## src/rtl/cmd_regfile_if.sv

```systemverilog
// Command/result handshake bundle for cmd_regfile.
// The master issues commands and consumes results; the slave is the register file.
interface cmd_regfile_if #(
   parameter int DATA_WIDTH = 16
);
   logic                  cmd_valid;
   logic                  cmd_ready;
   logic [3:0]            cmd_op;
   logic [DATA_WIDTH-1:0] cmd_data;
   logic                  rd_valid;
   logic                  rd_ready;
   logic [DATA_WIDTH-1:0] rd_data;

   modport master (
      output cmd_valid, cmd_op, cmd_data, rd_ready,
      input  cmd_ready, rd_valid, rd_data
   );

   modport slave (
      input  cmd_valid, cmd_op, cmd_data, rd_ready,
      output cmd_ready, rd_valid, rd_data
   );
endinterface

```

## src/rtl/cmd_regfile.sv

```systemverilog
// Command-driven register file with select latches, SP stepping and an ALU flag path.
// Reads: latency 1, single result slot; a new command is taken only when the slot is free or draining.
module cmd_regfile #(
   parameter int                    DATA_WIDTH  = 16,
   parameter int                    REGISTERS   = 8,
   parameter int                    INDEX_WIDTH = $clog2(REGISTERS),
   parameter int                    RV_INDEX    = 5,
   parameter int                    F_INDEX     = 6,
   parameter int                    SP_INDEX    = 7,
   parameter logic [DATA_WIDTH-1:0] SP_RESET    = 16'hFFFE,
   parameter int                    SP_STEP     = 2,
   parameter bit                    ZERO_R0     = 1'b0
) (
   input  logic                  clk,
   input  logic                  rst_n,
   cmd_regfile_if.slave          bus,
   input  logic                  alu_f_we,
   input  logic [DATA_WIDTH-1:0] alu_f_data,
   output logic [DATA_WIDTH-1:0] f_out,
   output logic [DATA_WIDTH-1:0] sp_out,
   output logic                  err
);

   typedef enum logic [3:0] {
      OP_NOP      = 4'h0,
      OP_READA    = 4'h1,
      OP_READB    = 4'h2,
      OP_LATCHC   = 4'h3,
      OP_LATCHSEL = 4'h4,
      OP_READSP   = 4'h5,
      OP_READF    = 4'h6,
      OP_READRV   = 4'h7,
      OP_LATCHSP  = 4'h8,
      OP_LATCHF   = 4'h9,
      OP_LATCHRV  = 4'hA,
      OP_INCSP    = 4'hB,
      OP_DECSP    = 4'hC
   } op_e;

   localparam logic [INDEX_WIDTH-1:0] RV_I      = RV_INDEX[INDEX_WIDTH-1:0];
   localparam logic [INDEX_WIDTH-1:0] F_I       = F_INDEX[INDEX_WIDTH-1:0];
   localparam logic [INDEX_WIDTH-1:0] SP_I      = SP_INDEX[INDEX_WIDTH-1:0];
   localparam logic [INDEX_WIDTH:0]   REG_CNT   = REGISTERS[INDEX_WIDTH:0];
   localparam logic [DATA_WIDTH-1:0]  SP_STEP_W = SP_STEP[DATA_WIDTH-1:0];

   if (REGISTERS < 4 || 3 * INDEX_WIDTH > DATA_WIDTH) begin : g_bad_params
      $error("cmd_regfile: REGISTERS must be >= 4 and three selects must fit in DATA_WIDTH");
   end

   logic [DATA_WIDTH-1:0]  regs_q [REGISTERS];
   logic [DATA_WIDTH-1:0]  regs_d [REGISTERS];
   logic [INDEX_WIDTH-1:0] sel_a_q, sel_b_q, sel_c_q;
   logic [INDEX_WIDTH-1:0] sel_a_d, sel_b_d, sel_c_d;
   logic                   rd_valid_q, rd_valid_d;
   logic [DATA_WIDTH-1:0]  rd_data_q, rd_data_d;
   logic                   err_q, err_d;

   logic                   accept;
   op_e                    op;
   logic                   is_read, is_illegal, sel_we, wr_en;
   logic [INDEX_WIDTH-1:0] rd_sel, wr_idx;
   logic [DATA_WIDTH-1:0]  wr_val, rd_val;

   assign bus.cmd_ready = ~rd_valid_q | bus.rd_ready;
   assign accept        = bus.cmd_valid & bus.cmd_ready;
   assign op            = op_e'(bus.cmd_op);

   always_comb begin
      is_read    = 1'b0;
      is_illegal = 1'b0;
      sel_we     = 1'b0;
      wr_en      = 1'b0;
      rd_sel     = '0;
      wr_idx     = '0;
      wr_val     = bus.cmd_data;
      case (op)
         OP_NOP:      ;
         OP_READA:    begin is_read = 1'b1; rd_sel = sel_a_q; end
         OP_READB:    begin is_read = 1'b1; rd_sel = sel_b_q; end
         OP_READSP:   begin is_read = 1'b1; rd_sel = SP_I;    end
         OP_READF:    begin is_read = 1'b1; rd_sel = F_I;     end
         OP_READRV:   begin is_read = 1'b1; rd_sel = RV_I;    end
         OP_LATCHSEL: sel_we = 1'b1;
         OP_LATCHC:   begin wr_en = 1'b1; wr_idx = sel_c_q; end
         OP_LATCHSP:  begin wr_en = 1'b1; wr_idx = SP_I;    end
         OP_LATCHF:   begin wr_en = 1'b1; wr_idx = F_I;     end
         OP_LATCHRV:  begin wr_en = 1'b1; wr_idx = RV_I;    end
         OP_INCSP:    begin wr_en = 1'b1; wr_idx = SP_I; wr_val = regs_q[SP_I] + SP_STEP_W; end
         OP_DECSP:    begin wr_en = 1'b1; wr_idx = SP_I; wr_val = regs_q[SP_I] - SP_STEP_W; end
         default:     is_illegal = 1'b1;
      endcase
   end

   // Out-of-range selects and (optionally) R0 read as zero.
   assign rd_val = ({1'b0, rd_sel} < REG_CNT && !(ZERO_R0 && rd_sel == '0)) ? regs_q[rd_sel] : '0;

   always_comb begin
      regs_d = regs_q;
      if (alu_f_we) regs_d[F_I] = alu_f_data;
      // Command writes land after the ALU write so they win on the same edge.
      for (int i = 0; i < REGISTERS; i++) begin
         if (accept && wr_en && wr_idx == i[INDEX_WIDTH-1:0] && !(ZERO_R0 && i == 0)) begin
            regs_d[i] = wr_val;
         end
      end
   end

   always_comb begin
      sel_a_d    = sel_a_q;
      sel_b_d    = sel_b_q;
      sel_c_d    = sel_c_q;
      rd_valid_d = rd_valid_q;
      rd_data_d  = rd_data_q;
      err_d      = accept & is_illegal;
      if (accept && sel_we) begin
         sel_a_d = bus.cmd_data[INDEX_WIDTH-1:0];
         sel_b_d = bus.cmd_data[2*INDEX_WIDTH-1:INDEX_WIDTH];
         sel_c_d = bus.cmd_data[3*INDEX_WIDTH-1:2*INDEX_WIDTH];
      end
      if (accept && is_read) begin
         rd_valid_d = 1'b1;
         rd_data_d  = rd_val;
      end else if (bus.rd_ready) begin
         rd_valid_d = 1'b0;
      end
   end

   always_ff @(posedge clk or negedge rst_n) begin
      if (!rst_n) begin
         for (int i = 0; i < REGISTERS; i++) regs_q[i] <= '0;
         regs_q[SP_I] <= SP_RESET;
         sel_a_q      <= '0;
         sel_b_q      <= '0;
         sel_c_q      <= '0;
         rd_valid_q   <= 1'b0;
         rd_data_q    <= '0;
         err_q        <= 1'b0;
      end else begin
         regs_q     <= regs_d;
         sel_a_q    <= sel_a_d;
         sel_b_q    <= sel_b_d;
         sel_c_q    <= sel_c_d;
         rd_valid_q <= rd_valid_d;
         rd_data_q  <= rd_data_d;
         err_q      <= err_d;
      end
   end

   assign bus.rd_valid = rd_valid_q;
   assign bus.rd_data  = rd_data_q;
   assign f_out        = regs_q[F_I];
   assign sp_out       = regs_q[SP_I];
   assign err          = err_q;

endmodule

```

## src/flat_wrapper.sv

```systemverilog
// flat-port wrapper written by rule: the top's interface ports become plain ports
module cmd_regfile_flat 
#(
   parameter int                    DATA_WIDTH  = 16,
   parameter int                    REGISTERS   = 8,
   parameter int                    INDEX_WIDTH = $clog2(REGISTERS),
   parameter int                    RV_INDEX    = 5,
   parameter int                    F_INDEX     = 6,
   parameter int                    SP_INDEX    = 7,
   parameter logic [DATA_WIDTH-1:0] SP_RESET    = 16'hFFFE,
   parameter int                    SP_STEP     = 2,
   parameter bit                    ZERO_R0     = 1'b0
)
  (clk, rst_n, alu_f_we, alu_f_data, f_out, sp_out, err, bus_cmd_valid, bus_cmd_op, bus_cmd_data, bus_rd_ready, bus_cmd_ready, bus_rd_valid, bus_rd_data);
  cmd_regfile_if #(.DATA_WIDTH(DATA_WIDTH)) bus_i ();
  input  logic clk;
  input  logic rst_n;
  input  logic alu_f_we;
  input  logic [DATA_WIDTH-1:0] alu_f_data;
  output logic [DATA_WIDTH-1:0] f_out;
  output logic [DATA_WIDTH-1:0] sp_out;
  output logic err;
  input wire logic [$bits(bus_i.cmd_valid)-1:0] bus_cmd_valid;
  input wire logic [$bits(bus_i.cmd_op)-1:0] bus_cmd_op;
  input wire logic [$bits(bus_i.cmd_data)-1:0] bus_cmd_data;
  input wire logic [$bits(bus_i.rd_ready)-1:0] bus_rd_ready;
  output wire logic [$bits(bus_i.cmd_ready)-1:0] bus_cmd_ready;
  output wire logic [$bits(bus_i.rd_valid)-1:0] bus_rd_valid;
  output wire logic [$bits(bus_i.rd_data)-1:0] bus_rd_data;
  assign bus_i.cmd_valid = bus_cmd_valid;
  assign bus_i.cmd_op = bus_cmd_op;
  assign bus_i.cmd_data = bus_cmd_data;
  assign bus_i.rd_ready = bus_rd_ready;
  assign bus_cmd_ready = bus_i.cmd_ready;
  assign bus_rd_valid = bus_i.rd_valid;
  assign bus_rd_data = bus_i.rd_data;
  cmd_regfile #(.DATA_WIDTH(DATA_WIDTH), .REGISTERS(REGISTERS), .INDEX_WIDTH(INDEX_WIDTH), .RV_INDEX(RV_INDEX), .F_INDEX(F_INDEX), .SP_INDEX(SP_INDEX), .SP_RESET(SP_RESET), .SP_STEP(SP_STEP), .ZERO_R0(ZERO_R0)) u_core (.clk(clk), .rst_n(rst_n), .bus(bus_i), .alu_f_we(alu_f_we), .alu_f_data(alu_f_data), .f_out(f_out), .sp_out(sp_out), .err(err));
endmodule
```

## config.mk

```make
export PLATFORM = sky130hd
export DESIGN_NAME = cmd_regfile_flat
export DESIGN_NICKNAME = d
export VERILOG_FILES = /design/src/rtl/cmd_regfile_if.sv /design/src/rtl/cmd_regfile.sv /design/src/flat_wrapper.sv
export SDC_FILE = /design/constraint.sdc
export NUM_CORES = 1
export LEC_CHECK = 0
export CAP_MARGIN = 20
export CORE_ASPECT_RATIO = 1.1
export CORE_MARGIN = 2
export CORE_UTILIZATION = 45
export CTS_BUF_LIST = sky130_fd_sc_hd__clkbuf_4 sky130_fd_sc_hd__clkbuf_8
export DETAILED_ROUTE_END_ITERATION = 10
export HOLD_SLACK_MARGIN = 0.15
export MAX_ROUTING_LAYER = met4
export PLACE_DENSITY = 0.79
export SETUP_SLACK_MARGIN = 0.15
export SYNTH_ARGS = -nofsm -noshare
export SYNTH_HDL_FRONTEND = slang
export SYNTH_SLANG_ARGS = --single-unit
```

## constraint.sdc

```tcl
create_clock -name clk -period 2.56 [get_ports clk]
set_input_delay 0.768 -clock clk [delete_from_list [all_inputs] [get_ports clk]]
set_output_delay 0.768 -clock clk [all_outputs]
set_load 0.005 [all_outputs]
```

## After elaboration in Yosys (flattened, before gate mapping)

Index checks and enable logic that the tools add are counted.

| storage, ports and cells | value |
|---|---|
| bits in registers | 155 |
| input port bits | 41 |
| output and inout bits | 51 |

| operators by class | value |
|---|---|
| add/subtract/negate cells | 2 |
| $lt $le $gt $ge | 1 |
| equal/unequal tests | 19 |
| mux-type cells | 14 |
| bitwise logic cells | 5 |
| reduce and logical (&&, ||, !) cells | 19 |

Operators by type and width:

| operator | number |
|---|---|
| 2-to-1 mux 16 bit | 4 |
| binary-select mux 16 bit (select 3 bit) | 1 |
| case mux 16 bit (2 select lines) | 1 |
| == test 4 bit, second input constant | 5 |
| adder 16 x 2 -> 16 bit, second input constant | 1 |
| == test 4 x 3 -> 1 bit, second input constant | 4 |
| subtractor 16 x 2 -> 16 bit, second input constant | 1 |
| case mux 3 bit (5 select lines) | 1 |
| OR reduction 13 bit | 1 |
| == test 3 bit, second input constant | 4 |
| case mux 3 bit (4 select lines) | 1 |
| logical AND 1 bit | 11 |
| == test 4 x 2 -> 1 bit, second input constant | 2 |
| == test 3 x 2 -> 1 bit, second input constant | 2 |
| 2-to-1 mux 1 bit | 6 |
| OR reduction 6 bit | 1 |
| OR reduction 5 bit | 1 |
| == test 4 x 1 -> 1 bit, second input constant | 1 |
| >= comparator 4 bit, second input constant | 1 |
| logical NOT 4 bit | 1 |
| NOT 3 -> 4 bit | 1 |
| nonzero test 2 bit | 2 |
| == test 3 x 1 -> 1 bit, second input constant | 1 |
| logical NOT 3 bit | 1 |
| other kinds (4) | 5 |

## Longest topological paths before layout

Gate-level depths: netlist of the first run.

| depth | value |
|---|---|
| word-level depth | 6 |
| depth in mapped cells | 10 |
| depth with buffers taken out | 8 |

## Worst setup path before layout of the first run

Ideal clock, no wire load.

| timing | value |
|---|---|
| path type | input -> register |
| from | input bus_cmd_op[1] |
| to | register u_core.regs_q, in the netlist u_core.sp_out[7] |
| setup time | 0.073 ns |
| data arrival time | 3.287 ns |
| setup slack | -0.800 ns |
| cell stages on the path | 10 |
| path buffers | 2 |
| cell sequence | clkbuf_1 nand4bb_1 clkbuf_1 xnor2_1 ha_1 or4_1 or4_1 a211o_1 and3_1 a21oi_1 |

| between the ends | value |
|---|---|
| cells in the longest elaborated chain, start to end | 5 |
| elaborated cells between the ends (all ways) | 14 |
| those cells by class | eq/ne (7); mux (3); reduce/logical (4) |

RTL lines:

| item | line | source |
|---|---|---|
| start, declared | flat_wrapper.sv:24 | `input wire logic [$bits(bus_i.cmd_op)-1:0] bus_cmd_op;` |
| == test 4 bit / == test 4 x 2 -> 1 bit (equally long branches) | cmd_regfile.sv:76 | `case (op)` |
| OR reduction 3 bit (no source line) / OR reduction 6 bit (equally long branches) | n/a |  |
| case mux 3 bit (4 select lines) / 2-to-1 mux 1 bit (equally long branches) | cmd_regfile.sv:76 |  |
| == test 3 bit / logical AND 1 bit (equally long branches) | cmd_regfile.sv:102 | `if (accept && wr_en && wr_idx == i[INDEX_WIDTH-1:0] && !(ZERO_R0 && i == 0)) begin` |
| logical AND 1 bit | cmd_regfile.sv:102 |  |
| end signal, assigned | cmd_regfile.sv:139 | `regs_q <= regs_d;` |
| end, declared | cmd_regfile.sv:50 | `logic [DATA_WIDTH-1:0] regs_q [REGISTERS];` |

Parallel ways exist; a longest one is shown, timed or not.
A chain may end at the register's enable or synchronous reset.

## Final worst setup path of the first run

| timing | value |
|---|---|
| from | input bus_cmd_op[0] |
| to | register u_core.regs_q, in the netlist u_core.sp_out[7] |

Same word-level chain as after synthesis.

==> flow_metrics.env, run 1 <==
export IMPL_rsz0062_at_grt="yes"
export IMPL_first_pass_iters=7
export IMPL_setup_tns_ps=0
export IMPL_netlist_area_leader_share=0.4235
export IMPL_clockBufferDepth=2
export IMPL_r2r_end="u_core.sp_out[7]"
export IMPL_hold_class="in -> async"
export IMPL_fmax_mhz=395.9
export IMPL_synth_area_leaders="dfrtp_1, dfstp_2, mux2_2, a211oi_1, a21oi_1"
export IMPL_drive_above_1_share=0.2565
export IMPL_ctsHoldBuffers=0
export IMPL_wl_mm=25.95
export IMPL_drtAntennaViolNets=0
export IMPL_worst_pin_slew_ps=619.7
export IMPL_cp_end_kind="register"
export IMPL_critPathRequiredTime_ps=2970
export IMPL_grt_start_max_net_pins=57
export IMPL_holdWs_ps=247.0
export IMPL_yosysTopAreaCell="dfrtp_1"
export IMPL_layout_nets=1031
export IMPL_synth_enable_flop_cells=0
export IMPL_post_route_period_util=0.9868
export IMPL_gr_usage_all_layers=0.2729
export IMPL_startpoint_type="input pin"
export IMPL_critPathArrivalTime_ps=2940
export IMPL_gp_congestion=0.9243
export IMPL_diodes=0
export IMPL_overflow=0
export IMPL_async_flop_share=1.000
export IMPL_ctsHtreeMaxLevel=4
export IMPL_skew_ps=8.707
export IMPL_final_util=0.5909
export IMPL_r2r_cells=7
export IMPL_total_power_mw=7.301
export IMPL_ys_seq_area_frac=0.4711
export IMPL_synth_nets=898
export IMPL_syn_avg_cell_area_um2=9.665
export IMPL_p_leak_nw=4.579
export IMPL_fin_crit_ps=2526
export IMPL_dp_cells=1199
export IMPL_status="finished, final reports clean"
export IMPL_final_hold_viol_count=0
export IMPL_drc=0
export IMPL_worstSetupPathType="in -> reg"
export IMPL_grt_pass1_vias=7254
export IMPL_die_h_um=146.2
export IMPL_cts_clk_slew_worst_paths_ps=90
export IMPL_setup_viol_count_final=0
export IMPL_nFillCells=1448
export IMPL_grt_pass1_wl_mm=40.16
export IMPL_rr_startpoint="u_core.sp_out[2]"
export IMPL_pin_count=92
export IMPL_slew_viol_final=0
export IMPL_antenna_found_initial=0
export IMPL_insertion_delay_ps=470
export IMPL_synth_flop_cell="dfrtp_1"
export IMPL_fp_dieArea_mm2=0.01949
export IMPL_num_rows=52
export IMPL_synthToLayoutAreaGrowth_pct=30.11
export IMPL_layoutNonFillerInstCount=1245
export IMPL_hpwl_mm=17.56
export IMPL_multi_input_area_mm2=0.003954
export IMPL_worst_path_max_fanout=3
export IMPL_initial_core_util=0.4541
export IMPL_wire_per_inst_um=20.84
export IMPL_maxCapViolCount=0
export IMPL_cts_sinks=155
export IMPL_yosys_warnings=0
export IMPL_cts_tree="done"
export IMPL_syn_inst=856
export IMPL_synth_seq_cells=155
export IMPL_vias_per_cell=6.100
export IMPL_portBuffers=91
export IMPL_cts_buffers=17
export IMPL_core_mm2=0.01822
export IMPL_die_w_um=133.3
export IMPL_synth_cell_types=62
export IMPL_rrSetupSlack_ps=170
export IMPL_syn_area_mm2=0.008273
export IMPL_seqCellArea_mm2=0.003897
export IMPL_slew_headroom=0.5762
export IMPL_clock_root_buffer="clkbuf_8"
export IMPL_drt_initial_drc_count=742
export IMPL_p_per_area_mw_per_mm2=678.2
export IMPL_ir_worst_vdd_v=0.0003292
export IMPL_vias=7595
==> critical path, cell delays in order <==
cell       delay, ps
buf_6             90
nand4bb_4        250
xnor2_2          170
ha_2             200
or4_4            420
or4_4            440
a211o_1          310
and3_4           180
a21oi_2          110
==> cell families (layout without fill, tap and decap cells) <==
family | Yosys count | after routing | synth area share
AND/OR/NAND/NOR | 273 | 273 | 0.1780
AO/OA/AOI/OAI | 257 | 257 | 0.2123
flip-flops | 155 | 155 | 0.4711
buffers and inverters | 121 | 267 | 0.07335
multiplexers | 45 | 45 | 0.05944
XOR/XNOR | 4 | 4 | 0.004235
adder cells (fa/ha/maj) | 1 | 1 | 0.001512
==> flip-flops by register name (all words and copies together) (netlist names) <==
register,count
u_core.sel_a_q,3
u_core.sel_b_q,3
u_core.bus.rd_valid,1
u_core.f_out,16
u_core.sel_c_q,3
u_core.sp_out,16
u_core.err,1
u_core.regs_q,96
u_core.bus.rd_data,16
==> where the power goes <==
part / leakage (nW) / internal, mW / switching [mW]
clock: 0.200 / 0.908 / 0.966
sequential: 1.91 / 2.98 / 0.387
combinational: 2.47 / 1.08 / 0.984
total: 4.58 / 4.96 / 2.34
==> stage by stage <==
stage               setup slack (ps)  cell area, µm²
floorplan                     -521.5            8404
global placement              -736.4           10170
detailed placement            -770.7           10170
CTS                           -53.50           10660
global route                   22.18           10760
finish                         33.88           10760
==> cells in the mapped netlist (20+ instances only) <==
cell,count
and3_1,20
o21ai_0,43
nor2b_1,48
mux2_2,33
a21oi_1,63
a211oi_1,48
buf_4,32
clkbuf_1,57
nor2_1,59
nand2_1,63
dfrtp_1,140
==> what timing repair did <==
item,CTS,global route
setup endpoints to repair,135,41
gates resized for setup,30,18
pin swaps,11,9
buffers inserted,9,4
gates cloned,1,0
hold endpoints to repair,0,0
==> cells in the final DEF, fill, tap and decap left out, drive strengths merged, types with 4 or more instances in the layout <==
cell,count
a21boi,14
and2,9
nand3,5
nor2b,48
o32ai,17
o21ai,50
or4,8
nand4,8
mux2,33
mux2i,12
nor4,22
inv,24
nor3,8
nor2,59
clkinv,5
dfstp,15
clkdlybuf4s50,79
o21a,4
a21oi,63
o22ai,7
a31oi,5
clkbuf,19
a2bb2oi,7
a2111oi,17
a211oi,58
buf,129
and3,20
dfrtp,140
nand2,63
dlygate4sd2,5
or3,6
nand2b,4
==> routing by layer <==
layer  track usage  wire [µm]  vias up
met5             -          0        -
met4        0.1037        741        0
met3       0.04583       1971       66
met2        0.4420      12780      421
met1        0.3441      10450     3737
li1              -          -     3371
==> how the worst max path moves through the flow <==
stage             startpoint          endpoint  slack [ps]
4_1_cts        bus_cmd_op[1]  u_core.sp_out[7]         -50
5_1_grt        bus_cmd_op[0]  u_core.sp_out[7]          20
3_5_place_dp   bus_cmd_op[3]  u_core.sp_out[9]        -770
6_report       bus_cmd_op[0]  u_core.sp_out[7]          30
3_3_place_gp   bus_cmd_op[3]  u_core.sp_out[9]        -740
2_1_floorplan  bus_cmd_op[1]  u_core.sp_out[7]        -520
==> cell type report <==
| cell class | count | area share |
|---|---|---|
| clock buffer | 19 | 0.02371 |
| clock inverter | 13 | 0.01290 |
| inverter | 20 | 0.006974 |
| multi-input combinational | 580 | 0.3673 |
| sequential | 155 | 0.3621 |
| tap | 243 | 0.02825 |
| timing repair buffer | 215 | 0.1988 |
No activity file was read; power rests on OpenSTA's default activity.
==> run 2: changes to the inputs <==
--- a/config.mk
+++ b/config.mk
@@ -7,7 +7,7 @@
 export LEC_CHECK = 0
 export CAP_MARGIN = 20
 export CORE_ASPECT_RATIO = 1.1
-export CORE_MARGIN = 2
+export CORE_MARGIN = 5
 export CORE_UTILIZATION = 45
 export CTS_BUF_LIST = sky130_fd_sc_hd__clkbuf_4 sky130_fd_sc_hd__clkbuf_8
 export DETAILED_ROUTE_END_ITERATION = 10
==> run 2 against run 1 <==
  * Non-clock buffer count is 4 higher
  * First-iteration DRC count is 1.3% higher
  * Largest power group unchanged
  * Largest cell class unchanged
  * Cell count grew 0.40%
  * Final area rose by 0.65%
  * Combinational power about the same
  * Sequential cell count stayed put
  * Critical endpoint is now u_core.sp_out[9]
  * Count of clock-buffer cells in the layout grew 3
==> flow_metrics.env, run 2 (synthesis gave the netlist of run 1 again) <==
export IMPL_status="finished, final reports clean"
export IMPL_setup_tns_ps=0
export IMPL_post_route_period_util=0.9871
export IMPL_cts_tree="done"
export IMPL_grt_pass1_wl_mm=40.93
export IMPL_slew_headroom=0.6012
export IMPL_grt_pass1_vias=7393
export IMPL_holdWs_ps=263.2
export IMPL_critPathArrivalTime_ps=2920
export IMPL_worstSetupPathType="in -> reg"
export IMPL_insertion_delay_ps=470
export IMPL_final_hold_viol_count=0
export IMPL_portBuffers=91
export IMPL_ctsHoldBuffers=0
export IMPL_cp_end_kind="register"
export IMPL_p_per_area_mw_per_mm2=658.8
export IMPL_r2r_cells=7
export IMPL_drtAntennaViolNets=0
export IMPL_vias=7542
export IMPL_core_mm2=0.01822
export IMPL_fmax_mhz=395.7
export IMPL_dpl_cell_area_mm2=0.01017
export IMPL_clockBufferDepth=2
export IMPL_layout_commonest_cell="dfrtp_1"
export IMPL_layout_nets=1036
export IMPL_setup_ws_ps=33.08
export IMPL_layoutNonFillerInstCount=1250
export IMPL_final_cell_mix="dfrtp_1, buf_4, clkdlybuf4s50_1"
export IMPL_path_depth=9
export IMPL_worstPathCellList="buf_6, nand4bb_4, xnor2_2, ha_2, or4_4, or4_4, o31a_1, a21oi_2, a2bb2oi_1"
export IMPL_die_h_um=152.2
export IMPL_r2r_end="u_core.bus.rd_data[7]"
export IMPL_drive_above_1_share=0.2734
export IMPL_overflow=0
export IMPL_rr_startpoint="u_core.bus.rd_valid"
export IMPL_slowest_stage="or4_4"
export IMPL_cp_num_buf_inv=1
export IMPL_cts_sinks=155
export IMPL_critPathRequiredTime_ps=2950
export IMPL_dp_cells=1203
export IMPL_max_stage_delay_ps=440
export IMPL_drc=0
export IMPL_crit_family="simple AND/OR/NAND/NOR gates"
export IMPL_hold_class="in -> async"
export IMPL_worst_path_max_fanout=3
export IMPL_startpoint_type="input pin"
export IMPL_startpoint="bus_cmd_op[0]"
export IMPL_antenna_found_initial=1
export IMPL_ir_worst_vdd_v=0.0003862
export IMPL_grt_start_max_net_pins=61
export IMPL_rrSetupSlack_ps=200
export IMPL_gp_congestion=0.9344
export IMPL_cts_clk_slew_worst_paths_ps=80
export IMPL_hpwl_mm=18.09
export IMPL_gr_usage_all_layers=0.2495
export IMPL_p_leak_nw=4.609
export IMPL_largest_reg_flops=96
export IMPL_fp_dieArea_mm2=0.02120
export IMPL_setup_viol_count_final=0
export IMPL_regMostFlops="u_core.regs_q"
export IMPL_skew_ps=16.35
export IMPL_nFillCells=1468
export IMPL_die_w_um=139.3
export IMPL_fin_crit_ps=2527
export IMPL_ctsHtreeMaxLevel=4
export IMPL_wire_per_inst_um=20.90
export IMPL_final_area_mm2=0.01083
export IMPL_num_rows=52
export IMPL_first_pass_iters=5
export IMPL_critical_path_endpoint="u_core.sp_out[9]"
export IMPL_synthToLayoutAreaGrowth_pct=30.96
export IMPL_rsz0062_at_grt="yes"
export IMPL_clock_root_buffer="clkbuf_8"
export IMPL_drt_initial_drc_count=752
export IMPL_slew_viol_final=0
export IMPL_dpl_worst_slack_ps=-768.9
export IMPL_worst_pin_slew_ps=598.3
export IMPL_cts_buffers=17
export IMPL_wl_mm=26.13
export IMPL_pin_count=92
export IMPL_vias_per_cell=6.034
export IMPL_crit_top_cell="or4_4"
export IMPL_initial_core_util=0.4541
export IMPL_maxCapViolCount=0
run 2: cell types whose count changed in the layout (fill, tap and decap cells not counted), moves of 3 or more:
| cell | delta |
|---|---|
| a2111oi_0 | +3 |
| a211oi_1 | -16 |
| a211oi_2 | +13 |
| a211oi_4 | +3 |
| buf_4 | +7 |
| dlygate4sd2_1 | -3 |
| inv_6 | -3 |
run 2: timing repair:
item | in CTS | in global routing
buffers inserted | 10 | 3
resized for setup | 27 | 34
setup endpoints to repair | 110 | 22
cloned | 0 | 2
pin swaps | 9 | 15
run 2: power breakdown:
group          switching, mW  total [mW]  internal (mW)  leakage [nW]
Combinational          0.981        2.06           1.07          2.52
Sequential             0.409        3.39           2.98          1.91
Clock                  0.927        1.69          0.765         0.182
Total                   2.32        7.14           4.82          4.61
run 2: final cells by class:
type                    instances  area (µm²)  area share
clock buffers                  22       290.3     0.02679
diodes                          1       2.502   0.0002310
inverters                      20       75.07    0.006929
clock inverters                 9       65.06    0.006005
well taps                     243       304.0     0.02806
flip-flops and latches        155        3897      0.3597
multi-input cells             581        4054      0.3742
repair buffers                219        2146      0.1981
run 2: metal layers:
| layer | global-route usage | vias to the layer above | part of all wire |
|---|---|---|---|
| met1 | 0.3240 | 3720 | 0.41 |
| met2 | 0.3819 | 355 | 0.48 |
| met5 | - | - | 0 |
| li1 | - | 3382 | - |
| met3 | 0.04677 | 85 | 0.074 |
| met4 | 0.1118 | 0 | 0.038 |
run 2: through the flow:
stage	power, mW	utilization
after global routing	7.476	0.5947
after detailed placement	5.323	0.5585
after CTS	7.056	0.5826
final	7.137	0.5947
after global placement	5.258	0.5585
after floorplan	4.376	-
run 2: worst reg2reg max path: cells and delay by family (launching register included):
kind | cells | cell delay [ps]
AND/OR/NAND/NOR | 3 | 810
buffers and inverters | 2 | 400
flip-flops | 1 | 380
AO/OA/AOI/OAI | 2 | 620
run 2: worst min-delay path by stage:
stage	start	end	cells past startpoint
global route	rst_n	u_core.f_out[12]	1
global placement	u_core.regs_q[127]	u_core.regs_q[127]	2
floorplan	u_core.regs_q[112]	u_core.regs_q[112]	2
finish	rst_n	u_core.f_out[12]	1
detailed placement	u_core.regs_q[113]	u_core.regs_q[113]	2
CTS	rst_n	u_core.f_out[12]	1
